### src/rtl/imem_loader_pkg.sv
// rtl/imem_loader_pkg.sv - shared state encoding and widths for the instruction-memory loader
package imem_loader_pkg;

  typedef enum logic [2:0] {
    IDLE   = 3'd0,
    CNT_LO = 3'd1,
    CNT_HI = 3'd2,
    DATA   = 3'd3,
    CSUM   = 3'd4,
    DONE   = 3'd5,
    ERR    = 3'd6
  } state_t;

  localparam logic [7:0] DEFAULT_MAGIC = 8'hA5;
  localparam int         IDX_W         = 2;
  localparam int         CNT_W         = 16;

endpackage

### src/rtl/imem_word_packer.sv
// rtl/imem_word_packer.sv - packs a byte stream into little-endian 32-bit words
module imem_word_packer
  import imem_loader_pkg::*;
(
  input  logic        clk,
  input  logic        reset,
  input  logic [7:0]  data_byte,
  input  logic        strobe,
  input  logic        clear,
  output logic [31:0] word,
  output logic        word_valid,
  output logic        last_byte
);

  logic [IDX_W-1:0] idx;
  logic [23:0]      shreg;

  // Asserted while the next strobed byte completes a word.
  assign last_byte = &idx;

  always_ff @(posedge clk or negedge reset) begin
    if (!reset) begin
      idx        <= '0;
      shreg      <= '0;
      word       <= '0;
      word_valid <= 1'b0;
    end else begin
      word_valid <= 1'b0;
      if (clear) begin
        idx <= '0;
      end else if (strobe) begin
        shreg <= {data_byte, shreg[23:8]};
        idx   <= idx + 1'b1;
        if (last_byte) begin
          word       <= {data_byte, shreg};
          word_valid <= 1'b1;
        end
      end
    end
  end

endmodule

### src/rtl/imem_loader.sv
// rtl/imem_loader.sv - framed byte-stream loader for instruction memory; optional IMEM_LOADER_TIMEOUT_EN idle timeout
module imem_loader
  import imem_loader_pkg::*;
#(
  parameter int         ADDR_W      = 10,
  parameter logic [7:0] MAGIC       = DEFAULT_MAGIC,
  parameter int         TIMEOUT_CYC = 100000
) (
  input  logic              clk,
  input  logic              reset,
  input  logic [7:0]        rx_data,
  input  logic              rx_valid,
  output logic              rx_ready,
  output logic              wr_en,
  output logic [ADDR_W-1:0] wr_addr,
  output logic [31:0]       wr_data,
  output logic              cpu_hold,
  output logic              done,
  output logic              err
);

  localparam int CAPACITY = 1 << ADDR_W;

  if (ADDR_W < 1 || ADDR_W > CNT_W || TIMEOUT_CYC < 1) begin : g_param_check
    $error("imem_loader: unsupported parameter values");
  end

  state_t           state, state_n;
  logic [CNT_W-1:0] cnt_q, cnt_n, cnt_full;
  logic [7:0]       csum_q, csum_n;
  logic             done_n, err_n, hold_n;
  logic             acc, start, pk_strobe, pk_last, timeout;

  assign acc      = rx_valid && rx_ready;
  assign cnt_full = {rx_data, cnt_q[7:0]};

  imem_word_packer u_packer (
    .clk        (clk),
    .reset      (reset),
    .data_byte  (rx_data),
    .strobe     (pk_strobe),
    .clear      (start),
    .word       (wr_data),
    .word_valid (wr_en),
    .last_byte  (pk_last)
  );

`ifdef IMEM_LOADER_TIMEOUT_EN
  logic [31:0] idle_cnt;
  logic        active;

  assign active  = (state == CNT_LO) || (state == CNT_HI) || (state == DATA) || (state == CSUM);
  assign timeout = active && !acc && (idle_cnt == 32'(TIMEOUT_CYC - 1));

  always_ff @(posedge clk or negedge reset) begin
    if (!reset) begin
      idle_cnt <= '0;
    end else if (!active || acc || timeout) begin
      idle_cnt <= '0;
    end else begin
      idle_cnt <= idle_cnt + 32'd1;
    end
  end
`else
  assign timeout = 1'b0;
`endif

  always_comb begin
    state_n   = state;
    cnt_n     = cnt_q;
    csum_n    = csum_q;
    done_n    = done;
    err_n     = err;
    hold_n    = cpu_hold;
    start     = 1'b0;
    pk_strobe = 1'b0;
    case (state)
      IDLE, DONE, ERR: begin
        if (acc && rx_data == MAGIC) begin
          start   = 1'b1;
          state_n = CNT_LO;
          csum_n  = '0;
          done_n  = 1'b0;
          err_n   = 1'b0;
          hold_n  = 1'b1;
        end
      end
      CNT_LO: begin
        if (acc) begin
          cnt_n   = CNT_W'(rx_data);
          csum_n  = csum_q ^ rx_data;
          state_n = CNT_HI;
        end
      end
      CNT_HI: begin
        if (acc) begin
          cnt_n  = cnt_full;
          csum_n = csum_q ^ rx_data;
          if (int'(cnt_full) > CAPACITY) begin
            state_n = ERR;
            err_n   = 1'b1;
          end else if (cnt_full == '0) begin
            state_n = CSUM;
          end else begin
            state_n = DATA;
          end
        end
      end
      DATA: begin
        if (acc) begin
          pk_strobe = 1'b1;
          csum_n    = csum_q ^ rx_data;
          // wr_addr still holds this word's index; its write lands next cycle.
          if (pk_last && CNT_W'(wr_addr) == cnt_q - CNT_W'(1)) begin
            state_n = CSUM;
          end
        end
      end
      CSUM: begin
        if (acc) begin
          if (rx_data == csum_q) begin
            state_n = DONE;
            done_n  = 1'b1;
            hold_n  = 1'b0;
          end else begin
            state_n = ERR;
            err_n   = 1'b1;
          end
        end
      end
      default: state_n = IDLE;
    endcase
    if (timeout) begin
      state_n = ERR;
      err_n   = 1'b1;
      done_n  = 1'b0;
      hold_n  = 1'b1;
    end
  end

  always_ff @(posedge clk or negedge reset) begin
    if (!reset) begin
      state    <= IDLE;
      rx_ready <= 1'b0;
      cnt_q    <= '0;
      csum_q   <= '0;
      done     <= 1'b0;
      err      <= 1'b0;
      cpu_hold <= 1'b1;
      wr_addr  <= '0;
    end else begin
      state    <= state_n;
      rx_ready <= 1'b1;
      cnt_q    <= cnt_n;
      csum_q   <= csum_n;
      done     <= done_n;
      err      <= err_n;
      cpu_hold <= hold_n;
      if (start) begin
        wr_addr <= '0;
      end else if (wr_en) begin
        wr_addr <= wr_addr + 1'b1;
      end
    end
  end

endmodule
### config.mk
export PLATFORM = sky130hd
export DESIGN_NAME = imem_loader
export DESIGN_NICKNAME = d
export VERILOG_FILES = /design/src/rtl/imem_loader_pkg.sv /design/src/rtl/imem_word_packer.sv /design/src/rtl/imem_loader.sv
export SDC_FILE = /design/constraint.sdc
export NUM_CORES = 1
export LEC_CHECK = 0
export ABC_AREA = 1
export BUFFER_PORTS_ARGS = -buffer_cell sky130_fd_sc_hd__buf_2
export CAP_MARGIN = 20
export CORE_MARGIN = 3
export CORE_UTILIZATION = 45
export DETAILED_ROUTE_END_ITERATION = 8
export PLACE_DENSITY = 0.71
export REMOVE_ABC_BUFFERS = 1
export SYNTH_ARGS = -nofsm -noshare
export SYNTH_HDL_FRONTEND = slang
export SYNTH_SLANG_ARGS = --single-unit
export TNS_END_PERCENT = 5
### constraint.sdc
create_clock -name clk -period 3.45 [get_ports clk]
set_clock_uncertainty 0.2 [all_clocks]
set_input_delay 0.8625 -clock clk [delete_from_list [all_inputs] [get_ports clk]]
set_output_delay 0.8625 -clock clk [all_outputs]
set_load 0.02 [all_outputs]
# ---- After elaboration in Yosys (flattened, before gate mapping)
# Index checks and enable logic that the tools add are counted.
dict set report classes {
  bitwise_logic 3
  n_mux 40
  n_eq_ne 19
  addsub 3
  reduce_logical 22
  magnitude_cmp 1
}
# op n
set op_table {}
lappend op_table {{two-way mux 16 bit} 2}
lappend op_table {{one-hot mux 16 bit (2 select lines)} 1}
lappend op_table {{two-way mux 3 bit} 8}
lappend op_table {{two-way mux 10 bit} 2}
lappend op_table {{inequality test 2 bit, second input constant} 9}
lappend op_table {{two-way mux 1 bit} 17}
lappend op_table {{== test 10 x 16 -> 1 bit} 1}
lappend op_table {{greater-than comparator 16 x 11 -> 1 bit, second input constant} 1}
lappend op_table {{zero test 16 bit} 1}
lappend op_table {{two-way mux 8 bit} 2}
lappend op_table {{one-hot mux 8 bit (2 select lines)} 1}
lappend op_table {{subtractor 16 x 1 -> 16 bit, second input constant} 1}
lappend op_table {{one-hot mux 3 bit (5 select lines)} 1}
lappend op_table {{AND reduction 6 bit} 2}
lappend op_table {{adder 10 x 1 -> 10 bit, second input constant} 1}
lappend op_table {{nonzero test 2 bit} 5}
lappend op_table {{== test 3 bit, second input constant} 3}
lappend op_table {{AND reduction 3 bit} 3}
lappend op_table {{== test 8 bit} 1}
lappend op_table {{== test 8 bit, second input constant} 1}
lappend op_table {{AND reduction 4 bit} 2}
lappend op_table {{XOR 8 bit} 1}
lappend op_table {{== test 3 x 2 -> 1 bit, second input constant} 2}
lappend op_table {{two-way mux 2 bit} 3}
lappend op_table {{11 further kinds} 17}
dict set report totals {
  register_bits 100
  input_bits 11
  output_inout_bits 47
  elab_cells 101
}

# ---- Depth between registers and ports, before layout
# Gate-level depths: netlist of run 1.
dict set report logic_depth {
  depth_word 6
  depth_mapped 17
  mapped_depth_nobuf 17
}

# ---- Modules after synthesis
# From an unflattened synthesis of run 1, not the netlist that was laid out.
dict set report unflattened {
  hier_cells 644
  area_unflattened_um2 5247.5
}
# module instances area_each_um2 cells_each seq_area_each_um2
set modules_own_cells {}
lappend modules_own_cells {imem_loader 1 2815.2 384 1027.2}
lappend modules_own_cells {imem_word_packer 1 2432.3 260 1476.4}

# ---- Worst setup path after synthesis of run 1
# No wires, ideal clock.
dict set report synth_timing {
  path_type {input-to-reg}
  startpoint {input port rx_valid}
  endpoint {register u_packer.word[20]}
  setup_slack_ps 1214
  arrival_time_ps 1918
  n_path_buf 2
  t_required_ps 3132
  cell_stages 9
  setup_time_ps 118
  cell_sequence {nand2_1 inv_1 nand2_2 nor2_8 inv_2 buf_6 buf_4 nand2_1 o21ai_2}
}
dict set report synth_between {
  elab_chain_cells 6
  word_cells_on_any_way 8
  cone_classes {mux (4); bitwise (1); reduce/logical (3)}
}
# item line
set synth_rtl {}
lappend synth_rtl {{from (decl)} imem_loader.sv:12} ;# input logic rx_valid,
lappend synth_rtl {{logical AND 1 bit (*)} imem_loader.sv:34} ;# assign acc = rx_valid && rx_ready;
lappend synth_rtl {{logical AND 1 bit} imem_loader.sv:79} ;# if (acc && rx_data == MAGIC) begin
lappend synth_rtl {{two-way mux 1 bit} imem_loader.sv:79}
lappend synth_rtl {{two-way mux 1 bit} imem_loader.sv:77} ;# case (state)
lappend synth_rtl {{inverter 1 bit (no source line)} -}
lappend synth_rtl {{AND reduction 4 bit (no source line) (*)} -}
lappend synth_rtl {{to (signal assigned)} imem_word_packer.sv:35} ;# word <= {data_byte, shreg};
lappend synth_rtl {{to (decl)} imem_word_packer.sv:10} ;# output logic [31:0] word,
# Every way passes the cells marked *; elsewhere a longest branch is shown, timed or not.
# A chain may end at the register's enable or synchronous reset.

# ---- Worst setup path in the final report of run 1
dict set report layout_timing {
  startpoint {input port rx_valid}
  endpoint {register u_packer.word[11]}
}
# The elaborated chain is that of the path after synthesis.

==> impl_metrics.tcl, run 1 <==
set metrics [dict create \
    outcome "complete, no violations" \
    syn_area_um2 4950 \
    syn_inst 598 \
    coreArea_um2 10500 \
    die_x_um 111 \
    utilization 0.527 \
    final_nets 670 \
    io_pins 58 \
    rsz0062_at_grt "false" \
    slew_headroom 0.503 \
    synth-edff-count 0 \
    insertion_delay_ns 0.38 \
    setup_violations 0 \
    die_area_um2 12300 \
    numPortBuffers 57 \
    vias_per_cell 5.15 \
    first_iter_violations 305 \
    p_leak_nw 2.87 \
    grt_pass1_wl_um 18900 \
    cap_viol_max_count 0 \
    drive_gt1_frac 0.180 \
    slew_violations 0 \
    drc 0 \
    area_growth_pct 11.9 \
    hold_class "flip-flop to flip-flop" \
    gp_congestion 0.921 \
    hpwl_um 7900 \
    arrival_ns 2.37 \
    netlist.area_leader.share 0.500 \
    cts_num_sinks 100 \
    wl_per_cell_um 13.8 \
    timing.fmax_mhz 438 \
    cp-end-kind "flip-flop" \
    dr.pass1.iters 5 \
    cts_root_buffer "clkbuf_8" \
    place_ws_ns 0.758 \
    ctsHoldBuffers 0 \
    die_y_um 111 \
    numCtsBuffers 9 \
    antenna_cells 0 \
    path_class "primary input to flip-flop" \
    clk_pin_slew_worst_paths_ns 0.11 \
    synth_cell_type_count 38 \
    grt_overflow_total 0 \
    start_util 0.471 \
    cts_setup_buffers 0 \
    min_from "u_packer.shreg[2]$_DFFE_PN0P_" \
    crit_fanout 56 \
    tns_ns 0 \
    async_flop_share 1.00 \
    power_density_nw_per_um2 692 \
    rr_startpoint "cnt_q[0]$_DFFE_PN0P_" \
    grt_start_max_net_pins 57 \
    hold_violations 0 \
    synth_area_leaders "dfrtp_1 (50%), nand2_1 (13%), o21ai_0 (4.5%)" \
    synth.yosys.seq_area_share 0.505 \
    worstSetupStartpointType "primary input" \
    htreeDepth 3 \
    synth_area_leader_cell "dfrtp_1" \
    rows 37 \
    fin_area_um2 5540 \
    setup.worst_path.start "rx_valid" \
    setup_slack_ns 1.17 \
    ys_ff_latch 100 \
    ys.flop_type "dfrtp_1" \
    place_area_um2 5360 \
    worst_pin_slew_ns 0.743 \
    cts_tree "built" \
    antenna_left 0 \
    ir_drop_uv 364 \
    grt_pass1_vias 3884 \
    syn_area_per_cell_um2 8.28 \
    via_count 4102 \
    synth_warnings 0 \
    antenna_found_initial 0 \
    ctsResizeCount 0 \
    cp.required_ns 3.54 \
    period_minus_slack_ns 2.28 \
    totalWireLength_um 11000 \
    timing.final.crit_share 0.661 \
    clk_path_buf_depth 2 \
    grt_usage 0.186 \
]
==> Yosys cell counts, types with 2 or more instances <==
| library cell | instances |
|---|---|
| o21a_1 | 2 |
| ha_1 | 4 |
| nor2_4 | 4 |
| o21ai_0 | 45 |
| nor4_1 | 2 |
| nor2_1 | 58 |
| xnor2_1 | 10 |
| o22ai_1 | 7 |
| buf_6 | 4 |
| clkbuf_1 | 8 |
| nand2_1 | 168 |
| o21ai_2 | 9 |
| mux2_1 | 8 |
| nor2_2 | 5 |
| inv_1 | 59 |
| o21ai_1 | 17 |
| a21oi_1 | 8 |
| nor3_1 | 2 |
| dfrtp_1 | 99 |
| nand3_1 | 36 |
| xor2_1 | 5 |
| nand4_1 | 5 |
| nor3_2 | 2 |
| nand2_2 | 7 |
| inv_2 | 11 |
==> power breakdown <==
group / total, W / switching (W) / internal (W) / leakage, nW
registers: 0.00166 / 0.000224 / 0.00144 / 1.32
clock network: 0.000731 / 0.000454 / 0.000277 / 0.0869
logic: 0.00144 / 0.000942 / 0.000502 / 1.46
total: 0.00383 / 0.00162 / 0.00221 / 2.87
==> metal layers <==
| metal | track usage | wire [µm] | part of all wire |
|---|---|---|---|
| met1 | 0.259 | 5260 | 0.48 |
| met2 | 0.295 | 5060 | 0.46 |
| met4 | 0.0525 | 119 | 0.011 |
| met5 | 0 | 0 | 0 |
| met3 | 0.0388 | 541 | 0.049 |
==> sequential cells by signal, summed over array words and instances (netlist names), 2 cells and up <==
register and count:
wr_addr 10, u_packer.shreg 24, u_packer.word 32, cnt_q 16, u_packer.idx 2, csum_q 8, state 3
==> kinds of logic after synthesis <==
kind of cell,Yosys count,share of synthesized area
other,1,0.000757
DFF,100,0.505
xor gates and xnor gates,15,0.0265
AOI/OAI and AO/OA,92,0.110
buffers and inverters,85,0.0715
adders and majority gates,4,0.0101
and+or+nand+nor,293,0.257
muxes,8,0.0182
==> stage by stage <==
step                      std cells  power (W)  hold WS, ns
after global routing            796    0.00416        0.308
after detailed placement        780    0.00311        0.255
final                           796    0.00383        0.277
after CTS                       796    0.00385        0.281
after floorplan                 584    0.00275        0.246
after global placement          780    0.00306        0.250
==> layout by cell type (no fill, tap or decap), types with 2 or more instances in the layout <==
cell type and count:
nor3_2 2, inv_1 59, xor2_1 5, o21a_1 2
nor2_4 4, buf_2 56, nand4_1 5, clkinvlp_4 2
clkbuf_8 9, nor2_2 5, o21ai_1 17, nand2_2 7
o21ai_0 45, inv_8 2, dfrtp_1 99, a21oi_1 8
inv_2 11, buf_4 3, o22ai_1 7, xnor2_1 10
nor3_1 2, nand3_1 36, mux2_1 8, o21ai_2 9
nor4_1 2, nand2_1 168, ha_1 4, nor2_1 58
==> worst paths after layout <==
check | cells after the start | to | slack, ns
worst max-delay path | 9 | u_packer.word[11]$_DFFE_PN0P_ | 1.17
worst min-delay path | 2 | u_packer.word[2]$_DFFE_PN0P_ | 0.28
worst max register to register | 15 | state[2]$_DFFE_PN0P_ | 1.17
worst min register to register | 2 | u_packer.word[2]$_DFFE_PN0P_ | 0.28
max in group asynchronous | 2 | cpu_hold$_DFFE_PN1P_ | 1.97
min in group asynchronous | 1 | u_packer.word[9]$_DFFE_PN0P_ | 0.33
==> area by class of cell <==
class                           count  area, µm²
Fill cell                        1007       4970
Tap cell                          136        170
Clock buffer                       10        128
Timing Repair Buffer               60        323
Inverter                           71        267
Clock inverter                      6       55.1
Multi-Input combinational cell    413       2100
Sequential cell                   100       2500
==> critical path, stage by stage <==
cell and delay [ns]:
buf_2 0.09, nand2_1 0.23, inv_1 0.18, nand2_2 0.17, nor2_8 0.07, inv_2 0.05, buf_4 0.47, nand2_1 0.11
o21ai_0 0.11
No activity file was read; power rests on OpenSTA's default activity.
==> run 2: changes to the inputs <==
Clock period 3.45 ns to 2.2 ns, I/O delays scaled along.
==> impl_metrics.tcl, run 2 (synthesis results as in run 1) <==
set metrics [dict create \
    final_cell_mix "nand2_1 (165), dfrtp_1 (96), inv_1 (58), buf_2 (56), nor2_1 (52)" \
    grt_start_max_net_pins 51 \
    setup_violations 0 \
    crit_fanout 4 \
    gp_congestion 0.878 \
    antenna_cells 0 \
    drive_gt1_frac 0.225 \
    p_leak_nw 2.99 \
    cp.required_ns 2.27 \
    cts_root_buffer "clkbuf_8" \
    grt_pass1_vias 4030 \
    start_util 0.471 \
    multiInputGateArea_um2 2140 \
    top_regs "u_packer.word: 32 flops, u_packer.shreg: 24 flops, cnt_q: 16 flops" \
    final_nets 690 \
    regMostFlops "u_packer.word" \
    clk_pin_slew_worst_paths_ns 0.10 \
    cts_num_sinks 100 \
    slew_violations 0 \
    cts_tree "built" \
    dr.pass1.iters 6 \
    antenna_left 0 \
    vias_per_cell 5.02 \
    first_iter_violations 296 \
    die_y_um 111 \
    grt_usage 0.189 \
    hold_violations 0 \
    hpwl_um 8430 \
    grt_overflow_total 0 \
    worstSetupStartpointType "flip-flop" \
    insertion_delay_ns 0.37 \
    regArea_um2 2510 \
    antenna_found_initial 0 \
    totalWireLength_um 11300 \
    arrival_ns 2.09 \
    grt_pass1_wl_um 19300 \
    timing.fmax_mhz 495 \
    cap_viol_max_count 0 \
    htreeDepth 3 \
    via_count 4100 \
    slowest_stage "dfrtp_1" \
    coreArea_um2 10500 \
    min_from "u_packer.word[6]$_DFFE_PN0P_" \
    cp_slowest_stage_delay_ns 0.38 \
    hold_depth 2 \
    hold_class "flip-flop to flip-flop" \
    rows 37 \
    place_area_um2 5500 \
    n_fill_cell 969 \
    numCtsBuffers 9 \
    power_density_nw_per_um2 1080 \
    path_class "flip-flop to flip-flop" \
    period_minus_slack_ns 2.02 \
    timing.final.crit_share 0.919 \
    path_cells "inv_2, ha_4, inv_1, nand2_1, nand2_1, nor2_1, nand3_1, nor2_1, nand3_1, nor2_1, nand2_1, nand2_2, nand2_2, nand2_1, nand2_1" \
    cp-end-kind "flip-flop" \
    numPortBuffers 57 \
    drc 0 \
    rr_startpoint "cnt_q[1]$_DFFE_PN0P_" \
    outcome "complete, no violations" \
    clk_path_buf_depth 2 \
    fin_cells 816 \
    largest_register_ffs 32 \
    crit_top_cell "nand2_1" \
    setup.worst_path.start "cnt_q[1]$_DFFE_PN0P_" \
    placedCellCount 796 \
    r2r.worst_path.cells 15 \
    io_pins 58 \
    area_growth_pct 16.6 \
    final_common_cell "nand2_1" \
    die_area_um2 12300 \
    ir_drop_uv 671 \
    fin_area_um2 5780 \
    die_x_um 111 \
    wl_per_cell_um 13.8 \
]
[run 2: cell types whose count changed in the layout (fill, tap and decap cells not counted), sizes merged]
cell / previous run / this run
clkbuf: 10 / 9
clkinv: 2 / 4
buf: 60 / 79
clkinvlp: 2 / 1
dlygate4sd3: 0 / 1
[run 2: worst paths after layout]
| check | end | slack [ns] |
|---|---|---|
| worst max register to register | state[2]$_DFFE_PN0P_ | 0.18 |
| worst min register to register | u_packer.word[6]$_DFFE_PN0P_ | 0.27 |
| min in group asynchronous | u_packer.word[0]$_DFFE_PN0P_ | 0.46 |
| max in group asynchronous | cpu_hold$_DFFE_PN1P_ | 0.72 |
| worst max-delay path | state[2]$_DFFE_PN0P_ | 0.18 |
| worst min-delay path | u_packer.word[6]$_DFFE_PN0P_ | 0.27 |
[run 2: timing repair]
action,CTS,global route
hold endpoints to repair,32,0
setup endpoints to repair,0,3
hold buffers,1,0
resized for setup,0,17
setup buffers,0,3
[run 2: area by class of cell]
class | count | share of cell area
multi-input combinational | 413 | 0.371
clock buffer | 9 | 0.0214
tap | 136 | 0.0294
inverter | 71 | 0.0461
sequential | 100 | 0.434
timing repair buffer | 80 | 0.0866
clock inverter | 7 | 0.0119
[run 2: worst max-delay path: cells and delay by family, from the launching register on]
family | cells | cell delay (ns)
adder cells (fa/ha/maj) | 1 | 0.27
flip-flops | 1 | 0.38
AND/OR/NAND/NOR | 12 | 0.98
buffers and inverters | 2 | 0.09
[run 2: stage by stage]
step	total power [W]	util	hold slack (ns)	setup TNS, ns	setup slack [ns]
2_1_floorplan	0.00431	-	0.0544	-7.49	-0.260
3_3_place_gp	0.00492	0.524	0.249	0	0.0651
3_5_place_dp	0.00499	0.524	0.253	0	0.00316
4_1_cts	0.00616	0.543	0.280	0	0.0437
5_1_grt	0.00679	0.550	0.286	-0.00527	-0.00527
6_report	0.00626	0.550	0.273	0	0.178
[run 2: report_power, final]
part	switching (W)	internal, W	total (W)
Sequential	0.000363	0.00226	0.00262
Clock	0.000714	0.000441	0.00116
Combinational	0.00154	0.000946	0.00249
[run 2: layer usage]
| layer | GRT usage | routed length (µm) | share of wire | vias to the layer above |
|---|---|---|---|---|
| met1 | 0.255 | 5270 | 0.47 | 1923 |
| met4 | 0.0493 | 128 | 0.011 | 0 |
| li1 | - | - | - | 2061 |
| met3 | 0.0388 | 554 | 0.049 | 14 |
| met5 | 0 | 0 | 0 | - |
| met2 | 0.311 | 5310 | 0.47 | 102 |
==> run 3: changes to the inputs <==
Settings changed: SYNTH_HIERARCHICAL set to 1.
==> impl_metrics.tcl, run 3 <==
set metrics [dict create \
    outcome "complete, no violations" \
    period_minus_slack_ns 2.14 \
    r2r.worst_path.cells 14 \
    antenna_left 0 \
    critPathTopFamily "simple AND/OR/NAND/NOR gates" \
    final_cell_mix "nand2_1 (195), dfrtp_1 (99), nand3_1 (73), buf_2 (56), inv_1 (51)" \
    crit_fanout 5 \
    placedCellCount 847 \
    cp_slowest_stage_delay_ns 0.45 \
    syn_area_um2 5250 \
    ir_drop_uv 826 \
    p_leak_nw 3.29 \
    syn_area_per_cell_um2 8.15 \
    via_count 4610 \
    n_fill_cell 1053 \
    htreeDepth 3 \
    top_regs "u_packer/word: 32 flops, u_packer/shreg: 24 flops, cnt_q: 16 flops" \
    numCtsBuffers 9 \
    path_cells "nor2_2, nand2_2, nor2_8, nand2_2, nand3_1, nand2_1, nor2_1, nand2_1, nor2_1, nand2_1, nand2_2, nand2_2, nand2_1, nand2_1" \
    switchingPower_w 0.00249 \
    hold_violations 0 \
    cts_root_buffer "clkbuf_16" \
    cp.required_ns 2.23 \
    place_ws_ns -0.0764 \
    vias_per_cell 5.33 \
    arrival_ns 2.17 \
    hpwl_um 9120 \
    timing.fmax_mhz 467 \
    drive_gt1_frac 0.212 \
    worst-r2r-setup-slack_ns 0.06 \
    grt_start_max_net_pins 37 \
    coreArea_um2 11100 \
    clk_path_buf_depth 2 \
    timing.final.crit_share 0.973 \
    hold_class "flip-flop to flip-flop" \
    wl_per_cell_um 14.2 \
    endpoint "state[0]$_DFFE_PN0P_" \
    drc 0 \
    gp_congestion 0.959 \
    setup.worst_path.start "cnt_q[7]$_DFFE_PN0P_" \
    path_class "flip-flop to flip-flop" \
    synth.most_common_cell "nand2_1" \
    grt_pass1_vias 4247 \
    insertion_delay_ns 0.35 \
    syn_inst 644 \
    power_frac_comb 0.357 \
    io_pins 58 \
    setup_violations 0 \
    cp_num_cells 14 \
    swShare 0.391 \
    synth_warnings 6 \
    cts_num_sinks 100 \
    area_growth_pct 17.1 \
    synth-edff-count 0 \
    grt_usage 0.199 \
    die_area_um2 13000 \
    setup_slack_ns 0.0596 \
    totalWireLength_um 12300 \
    async_flop_share 1.00 \
    synth.top_cells.by_count "nand2_1 (195), dfrtp_1 (99), nand3_1 (73), inv_1 (53)" \
    p_seq_frac 0.410 \
    place_area_um2 5820 \
    final_nets 735 \
    regMostFlops "u_packer/word" \
    die_y_um 114 \
    rr_startpoint "cnt_q[7]$_DFFE_PN0P_" \
    ys.flop_type "dfrtp_1" \
    clkPwrFrac 0.233 \
    fin_cells 865 \
    rr_endpoint "state[0]$_DFFE_PN0P_" \
    crit_top_cell "nand2_1" \
    fin_area_um2 6140 \
    die_x_um 114 \
    worst-path-buf-inv 0 \
    grt_overflow_total 0 \
    synth_area_leaders "dfrtp_1 (47%), nand2_1 (14%), nand3_1 (7.0%)" \
    worstSetupStartpointType "flip-flop" \
    power_density_nw_per_um2 1040 \
    slowest_stage "dfrtp_1" \
    slew_violations 0 \
    cp-end-kind "flip-flop" \
    numPortBuffers 57 \
    rsz0062_at_grt "true" \
    antenna_found_initial 0 \
    first_iter_violations 354 \
    start_util 0.472 \
    synth_cell_type_count 41 \
    netlist.area_leader.share 0.472 \
    grt_pass1_wl_um 20800 \
    dr.pass1.iters 5 \
    clk_pin_slew_worst_paths_ns 0.07 \
    synth_area_leader_cell "dfrtp_1" \
    antenna_cells 0 \
    synth.yosys.seq_area_share 0.477 \
    largest_register_ffs 32 \
    p_int_w 0.00388 \
    cts_tree "built" \
    ys_ff_latch 100 \
    cap_viol_max_count 0 \
    rows 38 \
    final_common_cell "nand2_1" \
]
-- run 3: worst min path at each step --
stage                                        from                       endpoint  slack [ns]  cells after the start
floorplan                                   reset           cnt_q[0]$_DFFE_PN0P_        0.05                      0
global placement     u_packer/word[7]$_DFFE_PN0P_   u_packer/word[7]$_DFFE_PN0P_        0.25                      2
detailed placement  u_packer/word[15]$_DFFE_PN0P_  u_packer/word[15]$_DFFE_PN0P_        0.25                      2
CTS                 u_packer/word[15]$_DFFE_PN0P_  u_packer/word[15]$_DFFE_PN0P_        0.27                      2
global route         u_packer/word[7]$_DFFE_PN0P_   u_packer/word[7]$_DFFE_PN0P_        0.29                      2
finish              u_packer/word[17]$_DFFE_PN0P_  u_packer/word[17]$_DFFE_PN0P_        0.27                      2
-- run 3: timing repair --
item / in CTS / in global routing
setup endpoints to repair: 3 / 24
gates resized for setup: 2 / 7
hold endpoints to repair: 21 / 0
hold buffers: 1 / 0
setup buffers: 0 / 1
pin swaps: 0 / 1
-- run 3: kinds of logic (layout without fill, tap and decap cells) --
kind of cell	count (synthesis)	in the layout	share of synthesized area
multiplexers	4	4	0.0100
buffers and inverters	89	170	0.0804
flip-flops	100	100	0.477
XOR/XNOR	14	14	0.0234
other	1	1	0.000715
AND/OR/NAND/NOR	378	378	0.341
adder cells (fa/ha/maj)	4	4	0.00954
AO/OA/AOI/OAI	54	54	0.0577
-- run 3: through the flow --
stage / total power [W] / util / hold WS (ns) / TNS, ns
final: 0.00637 / 0.552 / 0.265 / 0
after global routing: 0.00686 / 0.552 / 0.288 / -0.410
after CTS: 0.00636 / 0.550 / 0.270 / 0
after detailed placement: 0.00484 / 0.524 / 0.254 / -0.208
after global placement: 0.00475 / 0.524 / 0.250 / 0
after floorplan: 0.00419 / - / 0.0544 / -108.04
-- run 3: cell type report --
cell class | instances | area [µm²] | area share
Clock buffer | 12 | 246 | 0.0401
Clock inverter | 4 | 31.3 | 0.00509
Inverter | 60 | 228 | 0.0371
Multi-Input combinational cell | 455 | 2350 | 0.383
Sequential cell | 100 | 2500 | 0.408
Tap cell | 140 | 175 | 0.0285
Timing Repair Buffer | 94 | 606 | 0.0986
-- run 3: layer usage --
layer / track usage / wire length [µm] / up-vias / part of all wire
li1: - / - / 2257 / -
met1: 0.282 / 5620 / 2184 / 0.46
met2: 0.316 / 5710 / 149 / 0.46
met3: 0.0371 / 811 / 20 / 0.066
met4: 0.0515 / 160 / 0 / 0.013
met5: 0 / 0 / - / 0
-- run 3: power groups by stage --
stage | clock network [W] | logic [W] | registers, W
finish | 0.00148 | 0.00227 | 0.00261
global route | 0.00159 | 0.00260 | 0.00266
CTS | 0.00153 | 0.00223 | 0.00260
detailed placement | 0 | 0.00221 | 0.00263
global placement | 0 | 0.00214 | 0.00261
floorplan | 0 | 0.00158 | 0.00261
-- run 3: worst reg2reg max path: cells and delay by family (launching register included) --
kind          cells  cell delay [ns]
simple gates     14             1.38
flops             1             0.45
